$ cat src/rtl/scan_chain_ctrl.sv
// Tester-side scan controller: loads a pattern through SE/SI, runs one capture
// cycle, unloads the response from SO and compares it against an expected vector.
//
// state     | meaning
// IDLE      | waiting for start, se=0
// SHIFT_IN  | CHAIN_LEN cycles, se=1, pattern MSB first on si
// CAPTURE   | one functional cycle, se=0
// SHIFT_OUT | CHAIN_LEN cycles, se=1, si=0, so sampled at each closing edge
// DONE      | one cycle, done=1, result published
module scan_chain_ctrl #(
    parameter int CHAIN_LEN = 8,
    parameter int CNT_W     = $clog2(CHAIN_LEN + 1)
) (
    input  logic                 CLK,
    input  logic                 R,
    input  logic                 start,
    input  logic [CHAIN_LEN-1:0] pattern_in,
    input  logic [CHAIN_LEN-1:0] expect_in,
    input  logic                 so,
    output logic                 se,
    output logic                 si,
    output logic                 busy,
    output logic                 done,
    output logic [CHAIN_LEN-1:0] captured_out,
    output logic                 mismatch
);

    typedef enum logic [2:0] {
        IDLE,
        SHIFT_IN,
        CAPTURE,
        SHIFT_OUT,
        DONE
    } state_t;

    localparam logic [CNT_W-1:0] LAST = CNT_W'(CHAIN_LEN - 1);

    state_t               state_q, state_d;
    logic [CNT_W-1:0]     cnt_q, cnt_d;
    logic [CHAIN_LEN-1:0] pat_q, pat_d;
    logic [CHAIN_LEN-1:0] exp_q, exp_d;
    logic [CHAIN_LEN-1:0] resp_q, resp_d;
    logic [CHAIN_LEN-1:0] cap_q, cap_d;
    logic                 mm_q, mm_d;
    logic                 se_q, se_d;
    logic                 si_q, si_d;
    logic                 busy_q, busy_d;
    logic                 done_q, done_d;

    always_comb begin
        state_d = state_q;
        cnt_d   = cnt_q;
        pat_d   = pat_q;
        exp_d   = exp_q;
        resp_d  = resp_q;
        cap_d   = cap_q;
        mm_d    = mm_q;

        case (state_q)
            IDLE: begin
                if (start) begin
                    pat_d   = pattern_in;
                    exp_d   = expect_in;
                    cnt_d   = '0;
                    state_d = SHIFT_IN;
                end
            end
            SHIFT_IN: begin
                // pattern register shifts so that its MSB is always the next si bit
                pat_d = {pat_q[CHAIN_LEN-2:0], 1'b0};
                if (cnt_q == LAST) begin
                    cnt_d   = '0;
                    state_d = CAPTURE;
                end else begin
                    cnt_d = cnt_q + 1'b1;
                end
            end
            CAPTURE: begin
                state_d = SHIFT_OUT;
            end
            SHIFT_OUT: begin
                resp_d = {resp_q[CHAIN_LEN-2:0], so};
                if (cnt_q == LAST) begin
                    cnt_d   = '0;
                    state_d = DONE;
                    cap_d   = resp_d;
                    mm_d    = (resp_d != exp_q);
                end else begin
                    cnt_d = cnt_q + 1'b1;
                end
            end
            DONE: begin
                state_d = IDLE;
            end
            default: begin
                state_d = IDLE;
            end
        endcase

        // outputs are decoded from the next state so they are flop outputs
        se_d   = (state_d == SHIFT_IN) || (state_d == SHIFT_OUT);
        si_d   = (state_d == SHIFT_IN) && pat_d[CHAIN_LEN-1];
        busy_d = (state_d != IDLE);
        done_d = (state_d == DONE);
    end

    always_ff @(posedge CLK) begin
        if (R) begin
            state_q <= IDLE;
            cnt_q   <= '0;
            pat_q   <= '0;
            exp_q   <= '0;
            resp_q  <= '0;
            cap_q   <= '0;
            mm_q    <= 1'b0;
            se_q    <= 1'b0;
            si_q    <= 1'b0;
            busy_q  <= 1'b0;
            done_q  <= 1'b0;
        end else begin
            state_q <= state_d;
            cnt_q   <= cnt_d;
            pat_q   <= pat_d;
            exp_q   <= exp_d;
            resp_q  <= resp_d;
            cap_q   <= cap_d;
            mm_q    <= mm_d;
            se_q    <= se_d;
            si_q    <= si_d;
            busy_q  <= busy_d;
            done_q  <= done_d;
        end
    end

    assign se           = se_q;
    assign si           = si_q;
    assign busy         = busy_q;
    assign done         = done_q;
    assign captured_out = cap_q;
    assign mismatch     = mm_q;

endmodule

$ cat config.mk
export PLATFORM = sky130hd
export DESIGN_NAME = scan_chain_ctrl
export DESIGN_NICKNAME = d
export VERILOG_FILES = /design/src/rtl/scan_chain_ctrl.sv
export SDC_FILE = /design/constraint.sdc
export NUM_CORES = 1
export LEC_CHECK = 0
export CORE_ASPECT_RATIO = 0.5
export CORE_UTILIZATION = 50
export DETAILED_ROUTE_END_ITERATION = 12
export PLACE_DENSITY = 0.77
export SLEW_MARGIN = 20
export SYNTH_ARGS = -nofsm -noshare
export SYNTH_HDL_FRONTEND = slang
export SYNTH_SLANG_ARGS = --single-unit
$ cat constraint.sdc
create_clock -name CLK -period 2.02 [get_ports CLK]
set_input_delay 0.303 -clock CLK [delete_from_list [all_inputs] [get_ports CLK]]
set_output_delay 0.303 -clock CLK [all_outputs]
set_load 0.1 [all_outputs]
# Word level (Yosys, flattened, before mapping)
# Cells that the tools add are included.
# W data, S select, Z words.
[word_totals]
wordCells = 42
regBits = 43
out_inout_bits = 13
[classes]
n_reduce_logical = 11
n_mux = 9
n_eq_ne = 9
add_sub_neg = 1
[ops]
columns = ["op", "n"]
rows = [
  ["$pmux W8 S2", 1],
  ["$pmux W3 S4", 1],
  ["$eq A3 B2 Y1 const B", 3],
  ["$mux W3", 3],
  ["$mux W4", 2],
  ["$mux W8", 1],
  ["$ne A8 B8 Y1", 1],
  ["$pmux W4 S2", 1],
  ["$reduce_and A2 Y1", 4],
  ["$eq A3 B1 Y1 const B", 2],
  ["$add A4 B1 Y4 const B", 1],
  ["$eq A4 B3 Y1 const B", 1],
  ["$reduce_bool A2 Y1", 2],
  ["$eq A3 B3 Y1 const B", 1],
  ["$logic_not A3 Y1", 1],
  ["$reduce_bool A3 Y1", 1],
  ["$ne A2 B2 Y1 const B", 1],
  ["$reduce_or A2 Y1", 1],
  ["$logic_and A1 B1 Y1", 1],
  ["$logic_or A1 B1 Y1", 1],
]

# Longest topological paths before layout
[depth]
word_depth = 5
depth_mapped = 7
mapped_depth_nobuf = 5

# Worst setup path before layout
# No wires, ideal clock.
[synth_path]
path_kind = "flip-flop to flip-flop"
startpoint = "register cnt_q[0]"
endpoint = "register cap_q[2], in the netlist captured_out[2]"
path_buffers = 2
path_slack_ns = 0.541
synth_period_minus_slack_ns = 1.479
setup_time_ns = 0.128
path_stages_with_launch = 8
arrival_time_ns = 1.351
cell_sequence = "dfxtp_1 > ha_1 > and3b_1 > and3_1 > buf_2 > buf_6 > mux2i_1 > nor2_1"
[synth_via]
elab_chain_cells = 2
[synth_lines]
columns = ["item", "line", "source"]
rows = [
  ["start: declaration", "39", "logic [CNT_W-1:0] cnt_q, cnt_d;"],
  ["start signal: assignment", "122", "cnt_q <= cnt_d;"],
  ["$eq A4 B3 Y1", "83", "if (cnt_q == LAST) begin"],
  ["$reduce_and A2 Y1 (no line)", "--", ""],
  ["end signal: assignment", "126", "cap_q <= cap_d;"],
  ["end: declaration", "43", "logic [CHAIN_LEN-1:0] cap_q, cap_d;"],
]
# Every way passes these cells.
# A chain may end at the register's enable or synchronous reset.

# Final worst setup path
[layout_path]
startpoint = "register cnt_q[0]"
endpoint = "register cap_q[7], in the netlist captured_out[7]"
# Same word-level chain as after synthesis.

==> out/summary.json <==
{
  "clkLatencyLatePin": {"value": 0.29, "unit": "ns"},
  "gpl.final_weighted_congestion": {"value": 0.7274},
  "ys_dominant_reg_cell": {"value": "sky130_fd_sc_hd__dfxtp_1"},
  "finalWorstPathRequiredPeriod": {"value": 1.623, "unit": "ns"},
  "synth_warnings": {"value": 0},
  "rsz0062_at_grt": {"value": "no"},
  "synth-edff-count": {"value": 0},
  "top_layer": {"value": "met4"},
  "hold_path_class": {"value": "reg2reg"},
  "mappedNetlistArea": {"value": 1704, "unit": "um2"},
  "post_synth_num_cell_types": {"value": 32},
  "port-buffer-count": {"value": 32},
  "final.fill_count": {"value": 259},
  "synthDominantAreaCellType": {"value": "sky130_fd_sc_hd__dfxtp_1"},
  "drt-total-wl": {"value": 3.360, "unit": "mm"},
  "worstSetupEndpointType": {"value": "flip-flop"},
  "async_reset_ff_share": {"value": 0, "unit": "%"},
  "area_delta_synth_final": {"value": 25.11, "unit": "%"},
  "place.detailed.instances": {"value": 246},
  "ctsHtreeMaxLevel": {"value": 2},
  "wp_data_required": {"value": 2.20, "unit": "ns"},
  "vias": {"value": 1356},
  "run_status": {"value": "complete, but fails checks"},
  "post-synth-top-area-fraction": {"value": 50.51, "unit": "%"},
  "finalClockSkew": {"value": 0.009045, "unit": "ns"},
  "finalHoldViolations": {"value": 0},
  "setup_viol": {"value": 0},
  "drtIter0Drc": {"value": 43},
  "clk_transition_reported_paths": {"value": 0.08, "unit": "ns"},
  "final_stage_net_count": {"value": 234},
  "netlist_top_cells_area": {"value": "sky130_fd_sc_hd__dfxtp_1, sky130_fd_sc_hd__mux2i_1, sky130_fd_sc_hd__a21oi_1"},
  "initial_core_util": {"value": 54.65, "unit": "%"},
  "grt_antenna_before_repair": {"value": 0},
  "part_of_the_yosys_area_used_for_sequential_elements": {"value": 50.51, "unit": "%"},
  "postCtsSetupRepairBufs": {"value": 0},
  "netlist_top_cells_count": {"value": "sky130_fd_sc_hd__dfxtp_1, sky130_fd_sc_hd__nand2_1, sky130_fd_sc_hd__nor2_1"},
  "irDropWorstVdd": {"value": 516.1, "unit": "uV"},
  "powerDensity": {"value": 783.7, "unit": "nW/um2"},
  "static-leakage-power": {"value": 0.9047, "unit": "nW"},
  "core-area": {"value": 3118, "unit": "um2"},
  "antenna_left": {"value": 0},
  "maxCapViolations": {"value": 0},
  "synth_most_common_cell": {"value": "sky130_fd_sc_hd__dfxtp_1"},
  "finalCoreUtilization": {"value": 68.38, "unit": "%"},
  "cp_data_arrival_time": {"value": 1.81, "unit": "ns"},
  "wire_per_inst": {"value": 13.23, "unit": "um"},
  "die-area": {"value": 3660, "unit": "um2"},
  "clockRootBuffer": {"value": "sky130_fd_sc_hd__clkbuf_8"},
  "cts-buffers-inserted": {"value": 5},
  "ports_placed_on_the_boundary": {"value": 33},
  "placementRows": {"value": 14},
  "drc_errors": {"value": 2},
  "min_period_over_period": {"value": 80.34, "unit": "%"},
  "wl_met2": {"value": 1.628, "unit": "mm"},
  "post_route_cells_drive_above_1_share": {"value": 13.55, "unit": "%"},
  "die_width": {"value": 84.56, "unit": "um"},
  "grt_first_pass_wirelength": {"value": 5.575, "unit": "mm"},
  "timing.fmax": {"value": 616.2, "unit": "MHz"},
  "critical_path_class": {"value": "reg2reg"},
  "grt_start_max_net_pins": {"value": 42},
  "number_of_detailed_route_iterations_in_the_first_pass": {"value": 8},
  "cts_buffer_depth": {"value": 2},
  "final_cell_count_no_fill": {"value": 254},
  "totalNegativeSetupSlack": {"value": 0, "unit": "ns"},
  "diode_count": {"value": 0},
  "path_max_fanout": {"value": 12},
  "die_height": {"value": 43.28, "unit": "um"},
  "syn_area_per_cell": {"value": 9.467, "unit": "um2"},
  "globalRouteTotalUtil": {"value": 20.11, "unit": "%"},
  "first_global_vias": {"value": 1288},
  "netlist_instances": {"value": 180},
  "yosys_register_bits": {"value": 43},
  "postSynthNetCount": {"value": 201},
  "post-layout-total-power": {"value": 1.671, "unit": "mW"},
  "violations": {"value": "DRC"},
  "post-dp-hpwl": {"value": 2.329, "unit": "mm"},
  "worst_setup_sp_type": {"value": "flip-flop"},
  "routed_via_density": {"value": 5.339},
  "tightest_slew": {"value": 0.4231, "unit": "ns"},
  "wl_met3": {"value": 118, "unit": "um"},
  "cts_num_sinks": {"value": 43},
  "post_cts_resized": {"value": 0},
  "timing.max_slew.rel_slack": {"value": 71.72, "unit": "%"},
  "cts_hold_repair.buffers": {"value": 0},
  "final-max-slew-violation-count": {"value": 0},
  "wl_met1": {"value": 1.580, "unit": "mm"},
  "tritoncts": {"value": "yes"},
  "grt.overflow.total": {"value": 0}
}
power breakdown:
group	switching, mW	leakage, nW	internal, mW
registers	0.0167	0.350	0.874
clock network	0.289	0.0505	0.311
logic	0.0993	0.504	0.0803
sequential cells by signal (all words and copies together) (netlist names):
register      count
busy              1
captured_out      8
cnt_q             4
done              1
exp_q             8
mismatch          1
pat_q             8
resp_q            7
se                1
si                1
state_q           3
layout by cell type (no fill, tap or decap), types with 7 or more instances in the layout:
cell                              netlist  routed
sky130_fd_sc_hd__xor2_1                 9       9
sky130_fd_sc_hd__nand2_1               24      24
sky130_fd_sc_hd__clkbuf_8               0       7
sky130_fd_sc_hd__clkdlybuf4s50_1        0      19
sky130_fd_sc_hd__mux2i_1               15      15
sky130_fd_sc_hd__a21oi_1               18      18
sky130_fd_sc_hd__a22oi_1                7       7
sky130_fd_sc_hd__nor2_1                21      21
sky130_fd_sc_hd__dfxtp_1               43      43
sky130_fd_sc_hd__buf_4                  1      17
logic make-up after synthesis:
logic type	after synthesis	synth area share (%)
AOI/OAI and AO/OA	31	10.65
xor gates and xnor gates	9	4.626
adders and majority gates	1	0.7341
buffers and inverters	11	3.744
DFF	43	50.51
muxes	15	8.810
and+or+nand+nor	70	20.93
critical path, cell delays in order, from the launching register on:
cell and delay (ns):
sky130_fd_sc_hd__dfxtp_1 0.39, sky130_fd_sc_hd__ha_1 0.23, sky130_fd_sc_hd__and3b_1 0.22, sky130_fd_sc_hd__and3_1 0.17, sky130_fd_sc_hd__buf_4 0.21, sky130_fd_sc_hd__mux2i_1 0.23, sky130_fd_sc_hd__nor2_1 0.06
layout make-up:
type                    instances  area, um2  share of cell area, %
clock buffers                   7      96.34                  4.519
repair buffers                 37      337.8                  15.85
multi-input cells             126      779.5                  36.56
flip-flops and latches         43      860.8                  40.38
clock inverters                 1      7.507                 0.3521
well taps                      40      50.05                  2.347
final timing paths:
| kind | from | end | slack [ns] | cells after the start |
|---|---|---|---|---|
| min reg2reg | pat_q[1] | pat_q[1] | 0.46 | 2 |
| min | pat_q[1] | pat_q[1] | 0.46 | 2 |
| max reg2reg | cnt_q[0] | captured_out[7] | 0.40 | 6 |
| max | cnt_q[0] | captured_out[7] | 0.40 | 6 |
per-layer routing:
| metal | up-vias | GRT usage, % |
|---|---|---|
| li1 | 682 | - |
| met3 | 5 | 6.420 |
| met5 | - | 0 |
| met1 | 649 | 24.04 |
| met4 | 0 | 7.119 |
| met2 | 20 | 34.63 |
through the flow:
| step | instance area (um2) | worst slack [ns] | hold slack [ns] |
|---|---|---|---|
| 2_1_floorplan | 1704 | 0.5410 | 0.4360 |
| 3_3_place_gp | 2028 | 0.2116 | 0.4416 |
| 3_5_place_dp | 2028 | 0.1667 | 0.4500 |
| 4_1_cts | 2132 | 0.3941 | 0.4611 |
| 5_1_grt | 2132 | 0.2353 | 0.4839 |
| 6_report | 2132 | 0.3972 | 0.4596 |
Note: power is estimated with default switching activity, not from simulation.
